<file path="src/rtl/gray_counter_if.sv">
// Counter control/status bundle for gray_counter: the master drives the
// controls, the slave (the counter) returns the binary and Gray count.
interface gray_counter_if #(
  parameter int unsigned WIDTH = 4
);
  logic             en;
  logic             up_dn;
  logic             load;
  logic [WIDTH-1:0] load_bin;
  logic [WIDTH-1:0] bin;
  logic [WIDTH-1:0] gray;
  logic             wrap;

  modport master (
    output en, up_dn, load, load_bin,
    input  bin, gray, wrap
  );

  modport slave (
    input  en, up_dn, load, load_bin,
    output bin, gray, wrap
  );
endinterface

</file>
<file path="src/rtl/gray_counter.sv">
// Up/down binary counter with a registered Gray-code copy and a wrap pulse.
// All outputs come straight from flops; Gray is derived from the next binary value.
module gray_counter #(
  parameter int unsigned WIDTH   = 4,
  parameter int unsigned RST_VAL = 0
) (
  input  logic          clk,
  input  logic          rst,
  gray_counter_if.slave cnt
);
  localparam logic [WIDTH-1:0] RST_BIN  = WIDTH'(RST_VAL);
  localparam logic [WIDTH-1:0] RST_GRAY = RST_BIN ^ (RST_BIN >> 1);
  localparam logic [WIDTH-1:0] ONE      = WIDTH'(1);

  logic [WIDTH-1:0] bin_next;
  logic             wrap_next;

  // Load beats counting; wrap only on a counted rollover, never on a load.
  always_comb begin
    bin_next  = cnt.bin;
    wrap_next = 1'b0;
    if (cnt.load) begin
      bin_next = cnt.load_bin;
    end else if (cnt.en) begin
      if (cnt.up_dn) begin
        bin_next  = cnt.bin + ONE;
        wrap_next = &cnt.bin;
      end else begin
        bin_next  = cnt.bin - ONE;
        wrap_next = ~|cnt.bin;
      end
    end
  end

  always_ff @(posedge clk or posedge rst) begin
    if (rst) begin
      cnt.bin  <= RST_BIN;
      cnt.gray <= RST_GRAY;
      cnt.wrap <= 1'b0;
    end else begin
      cnt.bin  <= bin_next;
      cnt.gray <= bin_next ^ (bin_next >> 1);
      cnt.wrap <= wrap_next;
    end
  end
endmodule

</file>
<file path="src/flat_wrapper.sv">
// flat-port wrapper written by rule: the top's interface ports become plain ports
module gray_counter_flat 
#(
  parameter int unsigned WIDTH   = 4,
  parameter int unsigned RST_VAL = 0
)
  (clk, rst, cnt_en, cnt_up_dn, cnt_load, cnt_load_bin, cnt_bin, cnt_gray, cnt_wrap);
  gray_counter_if #(.WIDTH(WIDTH)) cnt_i ();
  input  logic clk;
  input  logic rst;
  input wire logic [$bits(cnt_i.en)-1:0] cnt_en;
  input wire logic [$bits(cnt_i.up_dn)-1:0] cnt_up_dn;
  input wire logic [$bits(cnt_i.load)-1:0] cnt_load;
  input wire logic [$bits(cnt_i.load_bin)-1:0] cnt_load_bin;
  output wire logic [$bits(cnt_i.bin)-1:0] cnt_bin;
  output wire logic [$bits(cnt_i.gray)-1:0] cnt_gray;
  output wire logic [$bits(cnt_i.wrap)-1:0] cnt_wrap;
  assign cnt_i.en = cnt_en;
  assign cnt_i.up_dn = cnt_up_dn;
  assign cnt_i.load = cnt_load;
  assign cnt_i.load_bin = cnt_load_bin;
  assign cnt_bin = cnt_i.bin;
  assign cnt_gray = cnt_i.gray;
  assign cnt_wrap = cnt_i.wrap;
  gray_counter #(.WIDTH(WIDTH), .RST_VAL(RST_VAL)) u_core (.clk(clk), .rst(rst), .cnt(cnt_i));
endmodule
</file>
<file path="config.mk">
export PLATFORM = sky130hd
export DESIGN_NAME = gray_counter_flat
export DESIGN_NICKNAME = d
export VERILOG_FILES = /design/src/rtl/gray_counter_if.sv /design/src/rtl/gray_counter.sv /design/src/flat_wrapper.sv
export SDC_FILE = /design/constraint.sdc
export NUM_CORES = 1
export LEC_CHECK = 0
export ABC_AREA = 1
export BUFFER_PORTS_ARGS = -buffer_cell sky130_fd_sc_hd__buf_2
export CORE_MARGIN = 2
export CORE_UTILIZATION = 30
export CTS_CLUSTER_DIAMETER = 60
export DETAILED_ROUTE_END_ITERATION = 6
export GPL_ROUTABILITY_DRIVEN = 0
export PLACE_DENSITY = 0.53
export SLEW_MARGIN = 20
export SYNTH_ARGS = -nofsm -noshare
export SYNTH_HDL_FRONTEND = slang
export SYNTH_SLANG_ARGS = --single-unit
</file>
<file path="constraint.sdc">
create_clock -name clk -period 2.7 [get_ports clk]
set_clock_uncertainty 0.05 [all_clocks]
set_input_delay 0.405 -clock clk [delete_from_list [all_inputs] [get_ports clk]]
set_output_delay 0.405 -clock clk [all_outputs]
set_load 0.05 [all_outputs]
</file>
# Word-level counts from Yosys, hierarchy flattened
# Cells that the tools add are included.
# op_classes
add_sub_neg,2
mux,6
bitwise_logic,1
n_reduce_logical,3
# op_table
operator,count
2-to-1 mux 4 bit,3
adder 4 x 1 -> 4 bit (second input constant),1
AND reduction 4 bit,1
OR reduction 4 bit,1
subtractor 4 x 1 -> 4 bit (second input constant),1
bitwise XOR 4 x 3 -> 4 bit,1
2-to-1 mux 1 bit,3
logical NOT 1 bit,1
# word_totals
ff_bits,9
word_cells,15

# Longest topological paths before layout
# logic_depth
depth_word,5
mapped_depth,11

# Worst setup path after synthesis
# No wires, ideal clock.
# synth_timing
path_kind,register -> register
start,register u_core.cnt.bin[0]
end,register u_core.cnt.gray[1]
setup_time_ps,130
arrival_time_ps,1622
setup_slack_ps,898
path_stages_with_launch,7
n_path_buf,0
cell_sequence,dfrtp_1 > fa_1 > nand2_1 > nand2_1 > nand2_1 > o21a_2 > xor2_1
# synth_between
elab_chain_cells,5
word_cells_on_any_way,6
# synth_lines
element,line,source
"start, declared",gray_counter_if.sv:21,"output bin, gray, wrap"
"start signal, assigned",gray_counter.sv:41,cnt.bin <= bin_next;
subtractor 4 x 1 -> 4 bit or adder 4 x 1 -> 4 bit (tied branches),"gray_counter.sv:29, gray_counter.sv:26",
2-to-1 mux 4 bit (*),gray_counter.sv:25,if (cnt.up_dn) begin
2-to-1 mux 4 bit (*),gray_counter.sv:24,end else if (cnt.en) begin
2-to-1 mux 4 bit (*),gray_counter.sv:22,if (cnt.load) begin
bitwise XOR 4 x 3 -> 4 bit (*),gray_counter.sv:42,cnt.gray <= bin_next ^ (bin_next >> 1);
"end signal, assigned",gray_counter.sv:42,
"end, declared",gray_counter_if.sv:21,
# Mark *: on every way between the ends. The rest lies on a longest branch, timed or not.

# Worst setup path after layout
# Same ends and word-level chain as after synthesis.

==> results by group <==
Outcome
  – Status: finished, final reports clean

Worst setup path
  – Worst path max stage delay: 0.57 ns
  – Top cell family by delay on the critical path: adder cells
  – Crit path DAT: 1.73 ns
  – Crit path buffers/inverters: 0
  – Crit-path cells: fa_1 -> nand2_1 -> nand2_1 -> nand2_1 -> o21a_2 -> xor2_1
  – Worst path slowest cell: fa_1
  – Max FO, Critical Path: 6
  – CP required: roughly 2.8 ns
  – Crit end category: flop
  – Setup crit start kind: flop
  – Crit-path most repeated cell: nand2_1
  – Crit Path Class: reg2reg

Synth
  – Syn Area/Cell: about 8 µm²
  – Seq/Total Area, Yosys: about two fifths
  – Yosys warning total: 0
  – Post-Syn Area: a little under 500 µm²
  – Synth Register Bits: 8
  – Mapped Cells: 61
  – Synthesized net count: 73
  – Synth unique cells: 20

Hold path
  – Worst min path class: in2async

Cells and area
  – Area Growth Syn to Fin: 24.6%
  – Fraction of layout cells with a size suffix above 1: 35.0%
  – Final #Nets: 94
  – Diode count: 0
  – Most frequent cells in the layout: 17 x nand2_1, 17 x buf_2, 8 x dfrtp_1
  – Filler Cell Count: 163

Route
  – Detailed Route WL: 922 µm
  – Vias/cell: 4.42
  – Wire length per cell: 9.60 µm
  – Number of DRC markers in iteration 0: 7
  – Vias: 424
  – DRC: 0
  – Pre-Repair DR Iteration Count: 3
  – DRT antenna net count: 0

GRT
  – Grt total ovfl: 0
  – Largest net degree at the start of global routing: 9
  – Global-route wire length before repair: 1.59 mm
  – GR Util All Layers: 11.5%
  – Vias in the first global route: just under 400
  – Initial antenna violation count: 0

Clock network
  – Total CTS buffers: 3
  – Clock Latency Late Sink: 0.25 ns
  – Resize count post-CTS: 0
  – Total clock sinks: 8
  – Hold buffer count at cts: 0
  – Post-CTS Setup Bufs: 0
  – Clock Path Buffers: 2
  – Root Driver: clkbuf_4
  – Clock-pin slew on the worst setup and hold paths: 0.05 ns
  – CTS tree: done
  – CTS H-tree depth: 1

Floorplan
  – IO Pins: 18
  – Die Height: roughly 44 µm
  – Initial core utilization: between 30% and 40%
  – Die width: 44.3 µm
  – Core Box Area: 0.00152 mm²
  – Row Count: 14
  – Die Footprint: 0.00197 mm²

Pwr
  – Clock power frac: 21.7%
  – Lkg Pwr: 0.000342 µW
  – Int Power: between 200 and 250 µW
  – Sw Share: 43.2%
  – P_sw: 180 µW
  – Peak supply drop: 368 µV
  – PwrDens: 688 mW/mm²
  – Comb pwr share: between 40% and 50%
  – Sequential fraction of design power: between 30% and 40%

Timing
  – Fmax: between 600 and 700 MHz
  – Worst slew margin: 80.4%
  – Final period util: between 60% and 70%
  – Final min period: 1.66 ns
  – RSZ-0062 raised after global routing: no
  – WHS: 0.0298 ns
  – Final-report hold violation count: 0
  – Slew @ Worst Pin: a little under 0.3 ns
  – Final Setup Violations: 0
  – Pins Over Slew Limit: 0
  – Final setup TNS: 0 ns

Placed design
  – Port Buffers: 17
  – HPWL after detailed placement: 744 µm

Job
  – MaxCap Viol Count: 0
-- worst reg2reg max path, delay by kind of cell, from the launching register on --
kind / cells / cell delay (ns)
adder cells (fa/ha/maj): 1 / 0.57
AND/OR/NAND/NOR: 3 / 0.16
XOR/XNOR: 1 / 0.16
AO/OA/AOI/OAI: 1 / 0.14
flip-flops: 1 / 0.46
-- worst paths after layout --
kind | from | to | slack (ns) | cells past startpoint
hold reg to reg | u_core.cnt.bin[2] | u_core.cnt.wrap | 0.63 | 3
setup / recovery | u_core.cnt.bin[0] | u_core.cnt.gray[1] | 1.04 | 6
setup reg to reg | u_core.cnt.bin[0] | u_core.cnt.gray[1] | 1.04 | 6
min in group clk | cnt_load_bin[0] | u_core.cnt.bin[0] | 0.34 | 3
max in group asynchronous | rst | u_core.cnt.bin[0] | 2.34 | 2
hold / removal | rst | u_core.cnt.bin[2] | 0.03 | 2
-- per-stage QoR --
stage	cells	utilization (%)	power [µW]	setup WS, ns	area (µm²)
after floorplan	61	-	292	0.898	488
after global placement	93	38.4	331	0.973	586
after detailed placement	93	38.4	331	0.969	586
after CTS	96	39.9	425	1.02	608
after global routing	96	39.9	452	0.946	608
final	96	39.9	418	1.04	608
-- Yosys cell counts --
| master | count | area (µm²) |
|---|---|---|
| nand2_1 | 17 | 63.8 |
| dfrtp_1 | 8 | 200 |
| inv_1 | 6 | 22.5 |
| inv_2 | 5 | 18.8 |
| a21oi_1 | 3 | 15.0 |
| nand3_1 | 3 | 15.0 |
| ha_1 | 2 | 25.0 |
| nor2_1 | 2 | 7.51 |
| nor3_1 | 2 | 10.0 |
| o21ai_1 | 2 | 10.0 |
| xor2_1 | 2 | 17.5 |
| a41oi_1 | 1 | 8.76 |
| buf_4 | 1 | 7.51 |
| fa_1 | 1 | 20.0 |
| o211ai_1 | 1 | 7.51 |
| o21a_2 | 1 | 8.76 |
| o21ai_2 | 1 | 8.76 |
| or2_1 | 1 | 6.26 |
| or2_2 | 1 | 6.26 |
| xnor2_1 | 1 | 8.76 |
-- routing by layer --
layer,share of wire [%],routed length (µm),global-route usage [%]
met1,46,427,12.3
met2,48,438,19.4
met3,6.1,56,7.35
met4,0,0,1.82
met5,0,0,0
-- final cells by class --
class,count,area (µm²),area share [%]
Sequential cell,8,200,32.9
Timing Repair Buffer,17,85.1,14.0
Multi-Input combinational cell,41,239,39.3
Inverter,11,41.3,6.79
Clock buffer,3,22.5,3.70
Tap cell,16,20.0,3.29
-- cells by family after synthesis --
logic type | count (synthesis) | share of synthesized area (%)
and+or+nand+nor | 26 | 22.3
buffers and inverters | 12 | 10.0
DFF | 8 | 41.0
adders and majority gates | 3 | 9.23
xor gates and xnor gates | 3 | 5.39
AOI/OAI and AO/OA | 9 | 12.1
-- registers in the layout (all words and copies together), names as in the netlist --
name / count
u_core.cnt.bin: 4
u_core.cnt.gray: 3
u_core.cnt.wrap: 1
-- power by group through the flow --
stage	clock [µW]	sequential [µW]	combinational [µW]
global route	103	157	192
detailed placement	0	157	175
finish	90.6	154	173
global placement	0	156	175
floorplan	0	221	70.9
CTS	94.6	155	176
Note: power is estimated with default switching activity, not from simulation.
